<file path="src/rtl/pri_pkg.sv">
// Shared types and helpers for the priority/round-robin arbiter.
package pri_pkg;

   typedef enum logic {PRI_FIXED = 1'b0, PRI_RR = 1'b1} pri_mode_e;
   typedef enum logic {ST_EMPTY = 1'b0, ST_HOLD = 1'b1} pri_state_e;

   // Modulo-n decrement: 0 wraps to n-1, never to 2^W-1.
   function automatic int pri_wrap_dec(input int idx, input int n);
      return (idx == 0) ? n - 1 : idx - 1;
   endfunction

endpackage

</file>
<file path="src/rtl/pri_rotate_enc.sv">
// Combinational rotating priority search: slot `start` is highest priority,
// then start-1, ... wrapping modulo N.
module pri_rotate_enc #(
   parameter int N = 8,
   parameter int W = $clog2(N)
) (
   input  logic [N-1:0] req,
   input  logic [W-1:0] start,
   output logic         found,
   output logic [W-1:0] idx
);

   logic [N-1:0] rot;
   logic [W-1:0] src;
   int           pos;

   // rot[N-1] is req[start], rot[N-2] is req[start-1], ... so the MSB wins.
   always_comb begin
      rot   = '0;
      src   = '0;
      found = 1'b0;
      pos   = 0;
      idx   = '0;
      for (int j = 0; j < N; j++) begin
         src    = W'((int'(start) + 1 + j) % N);
         rot[j] = req[src];
      end
      for (int j = 0; j < N; j++) begin
         if (rot[j]) begin
            found = 1'b1;
            pos   = j;
         end
      end
      if (found) begin
         idx = W'((int'(start) + 1 + pos) % N);
      end
   end

endmodule

</file>
<file path="src/rtl/pri_arbiter.sv">
// Registered N-way arbiter, fixed MSB-first or round-robin, with a
// valid/ready output register that holds each grant until accepted.
module pri_arbiter
   import pri_pkg::*;
#(
   parameter int N = 8,
   parameter int W = $clog2(N)
) (
   input  logic         clk,
   input  logic         rst,
   input  logic [N-1:0] req,
   input  logic         mode,
   output logic         out_valid,
   input  logic         out_ready,
   output logic [W-1:0] out_idx,
   output logic [N-1:0] out_onehot,
   output logic [W-1:0] ptr
);

   pri_state_e   state_q, state_d;
   logic [W-1:0] idx_q, idx_d;
   logic [N-1:0] oh_q, oh_d;
   logic [W-1:0] ptr_q, ptr_d;
   logic [W-1:0] start;
   logic         accept, load;
   logic         enc_found;
   logic [W-1:0] enc_idx;
   pri_mode_e    mode_e;

   assign mode_e = pri_mode_e'(mode);
   assign accept = (state_q == ST_HOLD) && out_ready;
   assign load   = (state_q == ST_EMPTY) || out_ready;

   pri_rotate_enc #(.N(N), .W(W)) u_enc (
      .req   (req),
      .start (start),
      .found (enc_found),
      .idx   (enc_idx)
   );

   // The search starts from the post-accept pointer, so a just-served slot
   // drops to lowest priority in the very same cycle.
   always_comb begin
      ptr_d   = ptr_q;
      state_d = state_q;
      idx_d   = idx_q;
      oh_d    = oh_q;
      if (accept && (mode_e == PRI_RR)) begin
         ptr_d = W'(pri_wrap_dec(int'(idx_q), N));
      end
      start = (mode_e == PRI_RR) ? ptr_d : W'(N - 1);
      if (load) begin
         if (enc_found) begin
            state_d        = ST_HOLD;
            idx_d          = enc_idx;
            oh_d           = '0;
            oh_d[enc_idx]  = 1'b1;
         end else begin
            state_d = ST_EMPTY;
            idx_d   = '0;
            oh_d    = '0;
         end
      end
   end

   always_ff @(posedge clk or posedge rst) begin
      if (rst) begin
         state_q <= ST_EMPTY;
         idx_q   <= '0;
         oh_q    <= '0;
         ptr_q   <= W'(N - 1);
      end else begin
         state_q <= state_d;
         idx_q   <= idx_d;
         oh_q    <= oh_d;
         ptr_q   <= ptr_d;
      end
   end

   assign out_valid  = (state_q == ST_HOLD);
   assign out_idx    = idx_q;
   assign out_onehot = oh_q;
   assign ptr        = ptr_q;

endmodule

</file>
<file path="config.mk">
export PLATFORM = sky130hd
export DESIGN_NAME = pri_arbiter
export DESIGN_NICKNAME = d
export VERILOG_FILES = /design/src/rtl/pri_pkg.sv /design/src/rtl/pri_rotate_enc.sv /design/src/rtl/pri_arbiter.sv
export SDC_FILE = /design/constraint.sdc
export NUM_CORES = 1
export LEC_CHECK = 0
export ABC_AREA = 1
export CAP_MARGIN = 20
export CORE_MARGIN = 3
export CORE_UTILIZATION = 48
export CTS_BUF_LIST = sky130_fd_sc_hd__clkbuf_8
export CTS_CLUSTER_DIAMETER = 150
export DETAILED_ROUTE_END_ITERATION = 8
export PLACE_DENSITY = 0.78
export REMOVE_ABC_BUFFERS = 1
export SLEW_MARGIN = 20
export SYNTH_ARGS = -nofsm -noshare
export SYNTH_HDL_FRONTEND = slang
export SYNTH_HIERARCHICAL = 1
export SYNTH_SLANG_ARGS = --single-unit
</file>
<file path="constraint.sdc">
create_clock -name clk -period 3.5 [get_ports clk]
set_input_delay 0.525 -clock clk [delete_from_list [all_inputs] [get_ports clk]]
set_output_delay 0.525 -clock clk [all_outputs]
set_load 0.05 [all_outputs]
</file>
-- After elaboration in Yosys (flattened, before gate mapping)
Cells that the tools add are included.
- register bits after elaboration: 15
- output and inout port bits: 15
- add/sub/neg operators: 10
- order comparisons: 10
- muxes and demuxes: 40
- bitwise operators: 1
- reduce and logical (&&, ||, !) cells: 5
- operators by type and width (cell ; count):
    < comparator 3 x 4 -> 1 bit, second input constant ; 9
    two-way mux 3 bit ; 9
    binary-select mux 1 bit (select 3 bit) ; 8
    two-way mux 1 bit ; 19
    adder 3 bit, second input constant ; 4
    two-way mux 8 bit ; 1
    adder 3 x 1 -> 3 bit, second input constant ; 2
    adder 3 x 2 -> 3 bit, second input constant ; 2
    two-way mux 2 bit ; 2
    adder 3 bit ; 1
    demux 1 bit (select 3 bit) ; 1
    greater-or-equal comparator 3 x 1 -> 1 bit, second input constant ; 1
    logical AND 1 bit ; 3
    zero test 3 bit ; 1
    subtractor 3 x 1 -> 3 bit, second input constant ; 1
    logical OR 1 bit ; 1
    inverter 1 bit ; 1

-- Logic depth before layout (Yosys ltp)
- depth after elaboration: 22
- gate-level depth with buffers: 36
- gate-level depth less buffers: 34

-- Cells and area by module
Netlist, hierarchy kept.
- modules (own cells, without submodules) (module ; times used ; cells each ; area each (um2) ; sequential area each (um2)):
    pri_arbiter ; 1 ; 92 ; 762.0 ; 379.1
    pri_rotate_enc ; 1 ; 129 ; 601.8 ; 0.0

-- Worst setup path before layout
No wires, ideal clock.
- path type: reg-to-reg
- start: reg idx_q[0] (netlist: out_idx[0])
- end: reg oh_q[2] (netlist: out_onehot[2])
- setup time: 117 ps
- data arrival time: 3946 ps
- data required time: 3383 ps
- path slack: -563 ps
- stages on the path, launching flop included: 37
- buffers on the path: 2
- cells stage by stage: dfrtp_1 > inv_1 > ha_1 > ha_1 > inv_1 > nand2_1 > nand2_1 > nand3_1 > inv_2 > buf_6 > ha_1 > buf_4 > inv_4 > nand2_1 > nand2_2 > nand2_1 > nand2_1 > nand2_1 > nand2_1 > inv_1 > nand2_1 > nand2_1 > nand2_1 > nand2_1 > nand2_1 > ha_1 > inv_1 > fa_1 > xor2_1 > inv_1 > nand3_1 > nand2_1 > inv_2 > nand2_1 > nor2_1 > nand2_1 > nand2_1
- cells in the longest elaborated chain, start to end: 22
- elaborated cells on any way between the ends: 52
- classes of those cells: 10 x add/sub; 2 x order compare; 38 x mux; 2 x reduce/logical
- RTL lines (item ; RTL line ; text):
    start, declared ; pri_arbiter.sv:21 ; logic [W-1:0] idx_q, idx_d;
    start signal, assigned ; pri_arbiter.sv:74 ; idx_q <= idx_d;
    subtractor 3 x 1 -> 3 bit / zero test 3 bit (equally long branches) ; pri_pkg.sv:9 ; return (idx == 0) ? n - 1 : idx - 1;
    two-way mux 3 bit (*) ; pri_pkg.sv:9 ;
    two-way mux 3 bit (*) ; pri_arbiter.sv:48 ; if (accept && (mode_e == PRI_RR)) begin
    two-way mux 3 bit (*) ; pri_arbiter.sv:51 ; start = (mode_e == PRI_RR) ? ptr_d : W'(N - 1);
    net start[0] ; pri_arbiter.sv:24 ; logic [W-1:0] start;
    adder 3 x 1 -> 3 bit (*) ; pri_rotate_enc.sv:25, pri_rotate_enc.sv:35 ;
    adder 3 x 2 -> 3 bit ; pri_rotate_enc.sv:25 ; src = W'((int'(start) + 1 + j) % N);
    binary-select mux 1 bit (select 3 bit) ; pri_rotate_enc.sv:26 ; rot[j] = req[src];
    [... 8 more ...] ; - ;
    adder 3 bit ; pri_rotate_enc.sv:35 ; idx = W'((int'(start) + 1 + pos) % N);
    two-way mux 3 bit (*) ; pri_rotate_enc.sv:34 ; if (found) begin
    net enc_idx[2] ; pri_arbiter.sv:27 ; logic [W-1:0] enc_idx;
    < comparator 3 x 4 -> 1 bit (implied by the code) / greater-or-equal comparator 3 x 1 -> 1 bit (equally long branches) ; pri_arbiter.sv:57 ; oh_d[enc_idx] = 1'b1;
    logical AND 1 bit (implied by the code) ; pri_arbiter.sv:57 ;
    two-way mux 1 bit (implied by the code) ; pri_arbiter.sv:57 ;
    demux 1 bit (select 3 bit) (*) ; pri_arbiter.sv:57 ;
    two-way mux 8 bit (*) ; pri_arbiter.sv:53 ; if (enc_found) begin
    end signal, assigned ; pri_arbiter.sv:75 ; oh_q <= oh_d;
    end, declared ; pri_arbiter.sv:22 ; logic [N-1:0] oh_q, oh_d;
Mark *: on every way through the listed nets, which the timed path passes. The rest lies on a longest branch. The select of a mux whose other input is x is not followed.
A chain may end at the register's enable or synchronous reset.

-- Worst setup path in the final report
- start: reg idx_q[1] (netlist: out_idx[1])
- end: reg oh_q[0] (netlist: out_onehot[0])
- cells in the longest elaborated chain, start to end: 22
- elaborated cells on any way between the ends: 52
- classes of those cells: 10 x add/sub; 2 x order compare; 38 x mux; 2 x reduce/logical
- RTL lines (item ; RTL line):
    zero test 3 bit (*) ; pri_pkg.sv:9
    two-way mux 3 bit (*) ; pri_pkg.sv:9
    two-way mux 3 bit (*) ; pri_arbiter.sv:48
    two-way mux 3 bit (*) ; pri_arbiter.sv:51
    net start[0] ; pri_arbiter.sv:24
    adder 3 x 1 -> 3 bit (*) ; pri_rotate_enc.sv:25, pri_rotate_enc.sv:35
    adder 3 x 2 -> 3 bit ; pri_rotate_enc.sv:25
    binary-select mux 1 bit (select 3 bit) ; pri_rotate_enc.sv:26
    [... 8 more ...] ; -
    adder 3 bit ; pri_rotate_enc.sv:35
    two-way mux 3 bit (*) ; pri_rotate_enc.sv:34
    net enc_idx[2] ; pri_arbiter.sv:27
    < comparator 3 x 4 -> 1 bit (implied by the code) / greater-or-equal comparator 3 x 1 -> 1 bit (equally long branches) ; pri_arbiter.sv:57
    logical AND 1 bit (implied by the code) ; pri_arbiter.sv:57
    two-way mux 1 bit (implied by the code) ; pri_arbiter.sv:57
    demux 1 bit (select 3 bit) (*) ; pri_arbiter.sv:57
    two-way mux 8 bit (*) ; pri_arbiter.sv:53
Marks and branches as above.

==> metrics <==
Post-Synthesis Cells=about 220; leakage component of the power=roughly 1.2 nW; dominant delay contributor by cell family on the critical path=simple AND/OR/NAND/NOR gates; Relative slew margins=0.627; layout net count=slightly above 300; number of vias per cell=5.50; WP buf/inv=8; Initial DRT Pass Iterations=4; final hold violation count=0; part of the Yosys area used for sequential elements=0.278; maximum operating frequency=274 MHz; failing checks=negative setup slack; met1 wire length=roughly 1700 µm; Crit path depth=34; HPWL after detailed placement=between 2000 and 3000 µm; critical path capture point type=register; Starting Density=0.527; number of primary I/O pins=27; final worst path period need=between 3 and 4 ns; max-capacitance violation count=0; most frequent cell on the critical path=sky130_fd_sc_hd__nand2_1; Final Slew Violations=0; Starting DRT DRC Count=52; maximum single-stage delay on the critical path=0.39 ns; required time worst endpoint=between 3 and 4 ns; CTS Buffer Depth=2; GRT Util Overall=0.212; cell type with the largest total area after synthesis=sky130_fd_sc_hd__nand2_1; Comb pwr share=0.842; top routing layer in use=met4; peak ir drop on the vdd network=about 0.0011 V; worst slack at placement=-0.619 ns; min setup slack post-route=-0.152 ns; total clock sinks=15; actual slew at the worst max-slew pin=about 0.56 ns; routed length on met2=around 2300 µm; total area of multi-input combinational cells=around 1100 µm²; proportion of total power due to net switching=0.521; Placeable Area=around 2600 µm²; Port-buffer cells=26; latest clock arrival within the worst-skew pair=between 0.2 and 0.3 ns; total vias in the final route=about 1700; DR WL met3=approximately 230 µm; floorplan die height=just under 60 µm; Crit Path Category=register to register; clock tree from TritonCTS=built; GP Congestion=0.853; kind of path behind the tightest hold check=register to register; power per cell area=approximately 1200 nW/µm²; count of hold buffers inserted by post-cts repair=0; share of Yosys cell area claimed by the top area cell type=0.308; most common cell in the netlist=sky130_fd_sc_hd__nand2_1; P_sw=~0.0014 W; maximum fanout count along the critical path=5; share of total power in the clock network=0.052; clock-pin slew on the worst setup and hold paths=about 0.06 ns; Post-Synthesis Mean Instance Area=6.17 µm²; Core Util, Final=0.863; number of synthesized register bits=15; Min-Delay Path Depth=2; worst hold margin=~0.5 ns; CTS H-tree depth=1; global route overflow=0; design area=2230 µm²; pin count of the biggest net entering global routing=16; area growth from synthesis to layout=63.9%; worst reg2reg path depth=34; synth cell count leaders=sky130_fd_sc_hd__nand2_1 (112), sky130_fd_sc_hd__nand3_1 (23), sky130_fd_sc_hd__inv_1 (17), sky130_fd_sc_hd__nand2_2 (16), sky130_fd_sc_hd__dfrtp_1 (12); critical path launch point type=register; wire length of the first global-routing pass=between 5000 and 6000 µm; CP max-delay cell=sky130_fd_sc_hd__fa_2; routed wire length=around 4500 µm; final worst path period share=1.04; total power consumption of the routed design=around 0.0027 W; cells taking the most area after synthesis=sky130_fd_sc_hd__nand2_1 (31%), sky130_fd_sc_hd__dfrtp_1 (22%), sky130_fd_sc_hd__nand3_1 (8.4%); clock skew=0.000652 ns; placed instance area=1850 µm²; Antenna Cells=0; Fillers=about 140; outcome=finished with violations; post-route ant nets=0; total of endpoints with negative setup slack in the final report=10; post-synth design cell area=between 1000 and 1500 µm²; Wirelength per Cell=14.3 µm; count of different cell masters after synthesis=25; overall die area=~3500 µm²; number of DRC violations after detailed routing=0; initial antenna violation count=0; EDFF count, synth=0; fraction of layout cells with a size suffix above 1=0.455; CTS root buf=sky130_fd_sc_hd__clkbuf_8; Synth warnings=6; Async SR Flop Fraction=1.00; register cell area after layout=roughly 380 µm²; fraction of power consumed by sequential logic=0.105; most used flip-flop cell after synthesis=sky130_fd_sc_hd__dfrtp_1; RSZ-0062 raised after global routing=true; total number of placement rows=18; internal power consumption=roughly 0.0013 W; TritonCTS Buffers=3; die width=about 60 µm; number of global-route vias before repair=between 1000 and 1500; arrival time at the worst endpoint=3.84 ns
## stage by stage
step / cells / TNS [ns]
6_report: 316 / -1.08
5_1_grt: 316 / -3.16
4_1_cts: 308 / 0
3_5_place_dp: 303 / -5.48
3_3_place_gp: 303 / -4.61
2_1_floorplan: 218 / -7.13
## area by class of cell
type | count | share of cell area
Multi-Input combinational cell | 177 | 0.485
Timing Repair Buffer | 64 | 0.256
Sequential cell | 15 | 0.170
Inverter | 26 | 0.0515
Clock buffer | 3 | 0.0185
Tap cell | 30 | 0.0168
Clock inverter | 1 | 0.00224
## path summary, 6_finish.rpt
| check | end | slack [ns] | start |
|---|---|---|---|
| worst max-delay path | out_onehot[0]$_DFFE_PP0P_ | -0.15 | out_idx[1]$_DFFE_PP0P_ |
| worst min-delay path | out_onehot[3]$_DFFE_PP0P_ | 0.50 | out_onehot[3]$_DFFE_PP0P_ |
| worst max register to register | out_onehot[0]$_DFFE_PP0P_ | -0.15 | out_idx[1]$_DFFE_PP0P_ |
| worst min register to register | out_onehot[3]$_DFFE_PP0P_ | 0.50 | out_onehot[3]$_DFFE_PP0P_ |
| max in group asynchronous | ptr[1]$_DFF_PP1_ | 2.49 | rst |
| min in group asynchronous | out_idx[1]$_DFFE_PP0P_ | 0.64 | rst |
## power by group through the flow
stage	Combinational, W	Sequential, W	Clock (W)
final	0.00227	0.000284	0.000141
after global routing	0.00243	0.000287	0.000152
after CTS	0.00170	0.000275	0.000141
after detailed placement	0.00163	0.000278	0
after global placement	0.00160	0.000274	0
after floorplan	0.000844	0.000471	0
## layout by cell type, fill, tap and decap left out, types with 4 or more instances in the layout
| master | Yosys | layout |
|---|---|---|
| sky130_fd_sc_hd__o21ai_2 | 4 | 5 |
| sky130_fd_sc_hd__nand2_4 | 1 | 8 |
| sky130_fd_sc_hd__ha_4 | 0 | 4 |
| sky130_fd_sc_hd__nand3_2 | 0 | 6 |
| sky130_fd_sc_hd__inv_2 | 7 | 11 |
| sky130_fd_sc_hd__nand3_1 | 23 | 16 |
| sky130_fd_sc_hd__nand2_2 | 16 | 36 |
| sky130_fd_sc_hd__inv_1 | 17 | 11 |
| sky130_fd_sc_hd__clkdlybuf4s50_1 | 0 | 24 |
| sky130_fd_sc_hd__nand2_1 | 112 | 85 |
| sky130_fd_sc_hd__buf_6 | 1 | 4 |
| sky130_fd_sc_hd__dfrtp_1 | 12 | 12 |
| sky130_fd_sc_hd__buf_4 | 2 | 33 |
## sequential cells by signal, indices dropped and copies added, names as in the netlist
register and cells:
out_onehot 8, out_idx 3, out_valid 1, ptr 3
## per-layer routing
layer,vias up,GRT usage
met1,829,0.252
met3,28,0.0196
met4,0,0.0680
met5,-,0
met2,75,0.395
li1,806,-
## logic make-up after synthesis
family / share of synthesized area
and+or+nand+nor: 0.506
buffers and inverters: 0.0982
DFF: 0.278
AOI/OAI and AO/OA: 0.0505
adders and majority gates: 0.0606
xor gates and xnor gates: 0.00642
## worst min-delay path, delay by kind of cell, from the launching register on
| family | cells | cell delay, ns |
|---|---|---|
| flops | 1 | 0.36 |
| simple gates | 2 | 0.11 |
## repair_timing
action	4_1_cts	5_1_grt
setup endpoints to repair	10	10
gates resized for setup	14	64
buffers inserted	1	9
pin swaps	4	36
(Power assumes the default switching activity.)
